### src/rtl/sdram_fill_resp.sv
// rtl/sdram_fill_resp.sv - burst fill responder: pipelined SDRAM reads streamed into data memory
// Optional length clamp to the data-memory size: define SDRAM_FILL_CLAMP_EN.
module sdram_fill_resp #(
    parameter int ADDR_W  = 25,
    parameter int LEN_W   = 25,
    parameter int DM_AW   = 16,
    parameter int DATA_W  = 32,
    parameter int MAX_OUT = 4
) (
    input  logic              ref_clk,
    input  logic              rst_n,
    input  logic              request,
    input  logic [ADDR_W-1:0] start_addr,
    input  logic [LEN_W-1:0]  length,
    output logic              granted,
    output logic              busy,
    output logic              done,
`ifdef SDRAM_FILL_CLAMP_EN
    output logic              len_err,
`endif
    output logic              sd_rd_req,
    output logic [ADDR_W-1:0] sd_rd_addr,
    input  logic              sd_rd_ack,
    input  logic              sd_rd_valid,
    input  logic [DATA_W-1:0] sd_rd_data,
    output logic              dm_wr_en,
    output logic [DM_AW-1:0]  dm_wr_addr,
    output logic [DATA_W-1:0] dm_wr_data
);

    typedef enum logic [1:0] {
        S_IDLE = 2'd0,
        S_XFER = 2'd1,
        S_DONE = 2'd2
    } state_t;

    localparam logic [LEN_W-1:0] MAX_OUT_L = LEN_W'(MAX_OUT);
    localparam logic [LEN_W-1:0] ONE_L     = LEN_W'(1);

    state_t              state_q, state_d;
    logic [ADDR_W-1:0]   start_q, start_d;
    logic [LEN_W-1:0]    len_q, len_d;
    logic [LEN_W-1:0]    iss_q, iss_d;
    logic [LEN_W-1:0]    rcv_q, rcv_d;
    logic                wr_en_q, wr_en_d;
    logic [DM_AW-1:0]    wr_addr_q, wr_addr_d;
    logic [DATA_W-1:0]   wr_data_q, wr_data_d;

    logic                accept;
    logic [LEN_W-1:0]    outstanding;
    logic                issue_ok;
    logic                rcv_ok;
    logic [LEN_W-1:0]    len_eff;

    assign accept      = (state_q == S_IDLE) && request;
    assign outstanding = iss_q - rcv_q;
    // Request depends only on registered counters, so it cannot drop before the ack.
    assign issue_ok    = (state_q == S_XFER) && (iss_q < len_q) && (outstanding < MAX_OUT_L);
    // Returns with nothing outstanding (stale or stray) never reach data memory.
    assign rcv_ok      = (state_q == S_XFER) && sd_rd_valid && (outstanding != '0);

`ifdef SDRAM_FILL_CLAMP_EN
    localparam logic [LEN_W:0] DM_WORDS = (LEN_W+1)'(1) << DM_AW;

    logic len_err_q, len_err_d;
    logic too_long;

    assign too_long  = {1'b0, length} > DM_WORDS;
    assign len_eff   = too_long ? DM_WORDS[LEN_W-1:0] : length;
    assign len_err_d = len_err_q | (accept && too_long);
    assign len_err   = len_err_q;

    always_ff @(posedge ref_clk or negedge rst_n) begin
        if (!rst_n) begin
            len_err_q <= 1'b0;
        end else begin
            len_err_q <= len_err_d;
        end
    end
`else
    assign len_eff = length;
`endif

    always_ff @(posedge ref_clk or negedge rst_n) begin
        if (!rst_n) begin
            state_q <= S_IDLE;
        end else begin
            state_q <= state_d;
        end
    end

    // Leaving XFER waits for the cycle in which the final write is visible,
    // so busy still covers that write and DONE never carries one.
    always_comb begin
        state_d = state_q;
        case (state_q)
            S_IDLE:  if (request) state_d = S_XFER;
            S_XFER:  if (rcv_q == len_q) state_d = S_DONE;
            S_DONE:  state_d = S_IDLE;
            default: state_d = S_IDLE;
        endcase
    end

    always_comb begin
        granted   = 1'b0;
        busy      = 1'b0;
        done      = 1'b0;
        sd_rd_req = 1'b0;
        case (state_q)
            S_XFER: begin
                granted   = 1'b1;
                busy      = 1'b1;
                sd_rd_req = issue_ok;
            end
            S_DONE: begin
                granted = 1'b1;
                done    = 1'b1;
            end
            default: ;
        endcase
    end

    always_comb begin
        start_d   = start_q;
        len_d     = len_q;
        iss_d     = iss_q;
        rcv_d     = rcv_q;
        wr_en_d   = 1'b0;
        wr_addr_d = wr_addr_q;
        wr_data_d = wr_data_q;
        if (accept) begin
            start_d = start_addr;
            len_d   = len_eff;
            iss_d   = '0;
            rcv_d   = '0;
        end
        if (issue_ok && sd_rd_ack) begin
            iss_d = iss_q + ONE_L;
        end
        if (rcv_ok) begin
            wr_en_d   = 1'b1;
            wr_addr_d = rcv_q[DM_AW-1:0];
            wr_data_d = sd_rd_data;
            rcv_d     = rcv_q + ONE_L;
        end
    end

    always_ff @(posedge ref_clk or negedge rst_n) begin
        if (!rst_n) begin
            start_q   <= '0;
            len_q     <= '0;
            iss_q     <= '0;
            rcv_q     <= '0;
            wr_en_q   <= 1'b0;
            wr_addr_q <= '0;
            wr_data_q <= '0;
        end else begin
            start_q   <= start_d;
            len_q     <= len_d;
            iss_q     <= iss_d;
            rcv_q     <= rcv_d;
            wr_en_q   <= wr_en_d;
            wr_addr_q <= wr_addr_d;
            wr_data_q <= wr_data_d;
        end
    end

    assign sd_rd_addr = start_q + ADDR_W'(iss_q);
    assign dm_wr_en   = wr_en_q;
    assign dm_wr_addr = wr_addr_q;
    assign dm_wr_data = wr_data_q;

endmodule

### config.mk
export PLATFORM = sky130hd
export DESIGN_NAME = sdram_fill_resp
export DESIGN_NICKNAME = d
export VERILOG_FILES = /design/src/rtl/sdram_fill_resp.sv
export SDC_FILE = /design/constraint.sdc
export NUM_CORES = 1
export LEC_CHECK = 0
export CAP_MARGIN = 0
export CORE_MARGIN = 5
export CORE_UTILIZATION = 45
export DETAILED_ROUTE_END_ITERATION = 16
export MAX_ROUTING_LAYER = met4
export PLACE_DENSITY = 0.72
export SYNTH_ARGS = -nofsm -noshare
export SYNTH_HDL_FRONTEND = slang
export SYNTH_SLANG_ARGS = --single-unit
### constraint.sdc
create_clock -name ref_clk -period 4.2 [get_ports ref_clk]
set_input_delay 0.84 -clock ref_clk [delete_from_list [all_inputs] [get_ports ref_clk]]
set_output_delay 0.84 -clock ref_clk [all_outputs]
set_load 0.01 [all_outputs]
==> impl_results.md <==
* Run status: complete, but fails checks
* Failing checks: negative setup slack
* Fin Clk Skew at 0.0125 ns
* Initial core utilization at 0.454
* CTS Root Cell: clkbuf_16
* Register area share after synthesis at 0.368
* Mapped Area at 10,300 um^2
* EDFF count, synth at 0
* Nets at 1,776
* Core Region at 22,600 um^2
* CP max FO at 4
* Hold Fails Final Rpt at 0
* Total CTS buffers at 17
* Hold depth at 2
* Yosys warns at 0
* Origin of the critical flop-to-flop path: iss_q[0]
* RSZ-0062 raised after global routing: yes
* Post-synth top area share at 0.368
* Global-route wire length before repair at 53,500 um
* Slack of the critical path at -0.219 ns
* Final slew viol count at 0
* Buffers added on ports at 164
* Dpl cells at 1,847
* Max Clock Freq at 226 MHz
* Met1 capacity usage during global routing at 0.335
* DIE WIDTH at 161 um
* Hold Path Origin: dm_wr_data[17]
* Die footprint at 25,900 um^2
* Post-Syn Instances at 1,237
* Fin crit share at 1.05
* ANT nets after route at 0
* Pre-Repair DR Iteration Count at 5
* Worst R2R Setup Slack at -0.13 ns
* Pwr Density at 500 nW/um^2
* Initial antenna violation count at 0
* Cell variety after synth at 62
* Number of global-route vias before repair at 10.4k
* Period minus WS final at 4.42 ns
* GRT Max-Usage Layer: met2
* Routed via count at 10.6k
* CP required at 3.36 ns
* Clk slew on worst S/H paths at 0.07 ns
* Clk_lat worst skew at 0.44 ns
* Critical Path AT at 3.58 ns
* Number of cells on the worst reg-to-reg path at 17
* CTS Hold Bufs at 0
* Worst hold path class: register to register
* Placement Setup Slack at -0.622 ns
* Worst VDD drop at 0.289 mV
* Leak Pwr at 7.44 nW
* Initial DRC Count at 922
* CP max-delay cell: dfrtp_1
* Pin count of the biggest net entering global routing at 93
* Site Rows at 55
* Setup crit end kind: primary output
* Vias per cell at 5.56
* TritonCTS Sinks at 151
* Met2 GRT Util at 0.438
* Slew margin rel. at 0.392
* Synth cell count leaders: nand2_1 (277), dfrtp_1 (151), o21ai_0 (85), ha_1 (78), inv_1 (75)
* Antenna diodes at 0
* Final setup fails at 30
* Syn Area/Cell at 8.29 um^2
* Max Root-Sink Buffers at 2
* Share of flip-flops with an asynchronous set or reset at 1.00
* Crit-path leading delay family: compound AO/OA/AOI/OAI gates
* # DRC at 0
* Critical Path Start Type: register
* Area delta synth->final at 45.9%
* Chip height at 161 um
* Finished Cell Area at 15,000 um^2
* Routed WL at 34,500 um
* Max-cap violations at 0
* Yosys top cell by area: dfrtp_1
* Wire length per cell at 18.1 um
* Slew at the pin closest to its max-slew limit at 0.912 ns
* Synth area leaders: dfrtp_1 (37%), nand2_1 (10%), ha_1 (9.5%)
* WHS Endpoint: dm_wr_data[17]
* Gpl congestion at 0.947
* Gr usage total at 0.264
* Post-Syn Nets at 1,404
* Top FF cell, synth: dfrtp_1
* CP bufs+invs at 7
* Reg-to-reg endpoint: iss_q[19]
* Final core utilization at 0.663
* Layout Cells excl Fill at 1,907
* Layout cells sized above 1 at 0.227
* H-Tree Depth at 4
* Hpwl dp at 25,300 um
* CTS tree: built
* Critical path cell sequence: buf_6 > inv_4 > ha_4 > fa_2 > nor2b_4 > o31ai_4 > buf_6 > a211oi_4 > o211ai_1 > buf_4 > buf_4 > buf_4 > a211o_1 > o211a_1 > a21oi_1 > and3_4 > buf_6
* Post-synthesis register bit count at 151
* DP Area at 13,700 um^2
* Most common cell in the netlist: nand2_1
* I/O pins at 165
* Worst setup path category: register to primary output
* Grt ovf at 0
* Setup_tns at -3.49 ns
* Worst stage delay on the critical path at 0.37 ns
* Met3 usage at 0.0372
-- where the power goes --
group	internal, W	leakage (nW)	total, W	switching [W]
Sequential	0.00188	1.97	0.00216	0.000280
Clock	0.000792	0.280	0.00153	0.000741
Combinational	0.00184	5.19	0.00380	0.00195
Total	0.00452	7.44	0.00749	0.00297
-- timing repair --
action                                  CTS  global route
endpoints found under the setup margin   44            74
gates cloned                              3             3
buffers inserted                         24            11
gates resized for setup                  88            67
pin swaps                                34            64
-- logic make-up after synthesis --
kind of cell / synth area share
muxes: 0.0181
and+or+nand+nor: 0.256
DFF: 0.368
xor gates and xnor gates: 0.0453
buffers and inverters: 0.0444
adders and majority gates: 0.0991
AOI/OAI and AO/OA: 0.169
-- how the worst max path moves through the flow --
stage                     depth (start not counted)             end        from
after floorplan                                  13  sd_rd_addr[22]    iss_q[0]
after global placement                           15  sd_rd_addr[22]  start_q[0]
after detailed placement                         15  sd_rd_addr[22]  start_q[0]
after CTS                                        17  sd_rd_addr[20]    iss_q[0]
after global routing                             16  sd_rd_addr[22]    iss_q[0]
final                                            17       sd_rd_req    iss_q[0]
-- layout by cell type (no fill, tap or decap), types with 6 or more instances in the layout --
cell and n:
buf_4 214, o21ai_0 77, clkbuf_16 19, nand3_1 40, dfrtp_1 149, nand2_1 274
nor2b_1 11, buf_6 8, nor3_1 23, ha_1 72, nor4_1 7, nor2_1 36
or2_2 9, o21a_1 10, mux2i_1 14, xor2_1 19, a21oi_1 44, or3_1 20
clkdlybuf4s50_1 150, buf_2 6, o211ai_1 7, a21oi_2 20, xnor2_1 34, nand2b_1 27
and3_1 34, inv_1 72, a21o_1 45, nand4_1 16
-- through the flow --
| stage | hold slack [ns] | total power (W) |
|---|---|---|
| global placement | 0.456 | 0.00554 |
| CTS | 0.480 | 0.00729 |
| global route | 0.499 | 0.00795 |
| floorplan | 0.452 | 0.00398 |
| finish | 0.474 | 0.00749 |
| detailed placement | 0.462 | 0.00562 |
-- state kept, by name (all words and copies together), names as in the netlist --
name and cells:
state_q 2, start_q 25, dm_wr_en 1, rcv_q 25, dm_wr_data 32, dm_wr_addr 16
len_q 25, iss_q 25
-- worst register-to-register path, cell delays in order, from the launching register on --
cell       delay, ns
dfrtp_1         0.40
buf_6           0.13
inv_4           0.05
ha_4            0.13
fa_2            0.23
nor2b_4         0.05
o31ai_4         0.24
buf_6           0.16
a2111oi_4       0.09
buf_4           0.15
o21a_1          0.20
or4_4           0.51
a2111oi_4       0.33
and4_1          0.27
nand4_1         0.19
or4_4           0.67
and2_4          0.25
a21o_1          0.16
-- layer usage --
layer / routed length, um / vias to the layer above / part of all wire
met5: 0 / - / 0
met4: 1100 / 0 / 0.032
met3: 1950 / 77 / 0.057
met2: 16800 / 391 / 0.49
met1: 14600 / 5057 / 0.42
li1: - / 5078 / -
-- cell type report --
type,instances,area (um^2)
fill,1828,7600
clock inverter,15,153
tap,285,357
multi-input combinational,973,6530
inverter,75,284
clock buffer,17,425
timing repair buffer,391,3440
sequential,151,3780
(Power assumes the default switching activity.)
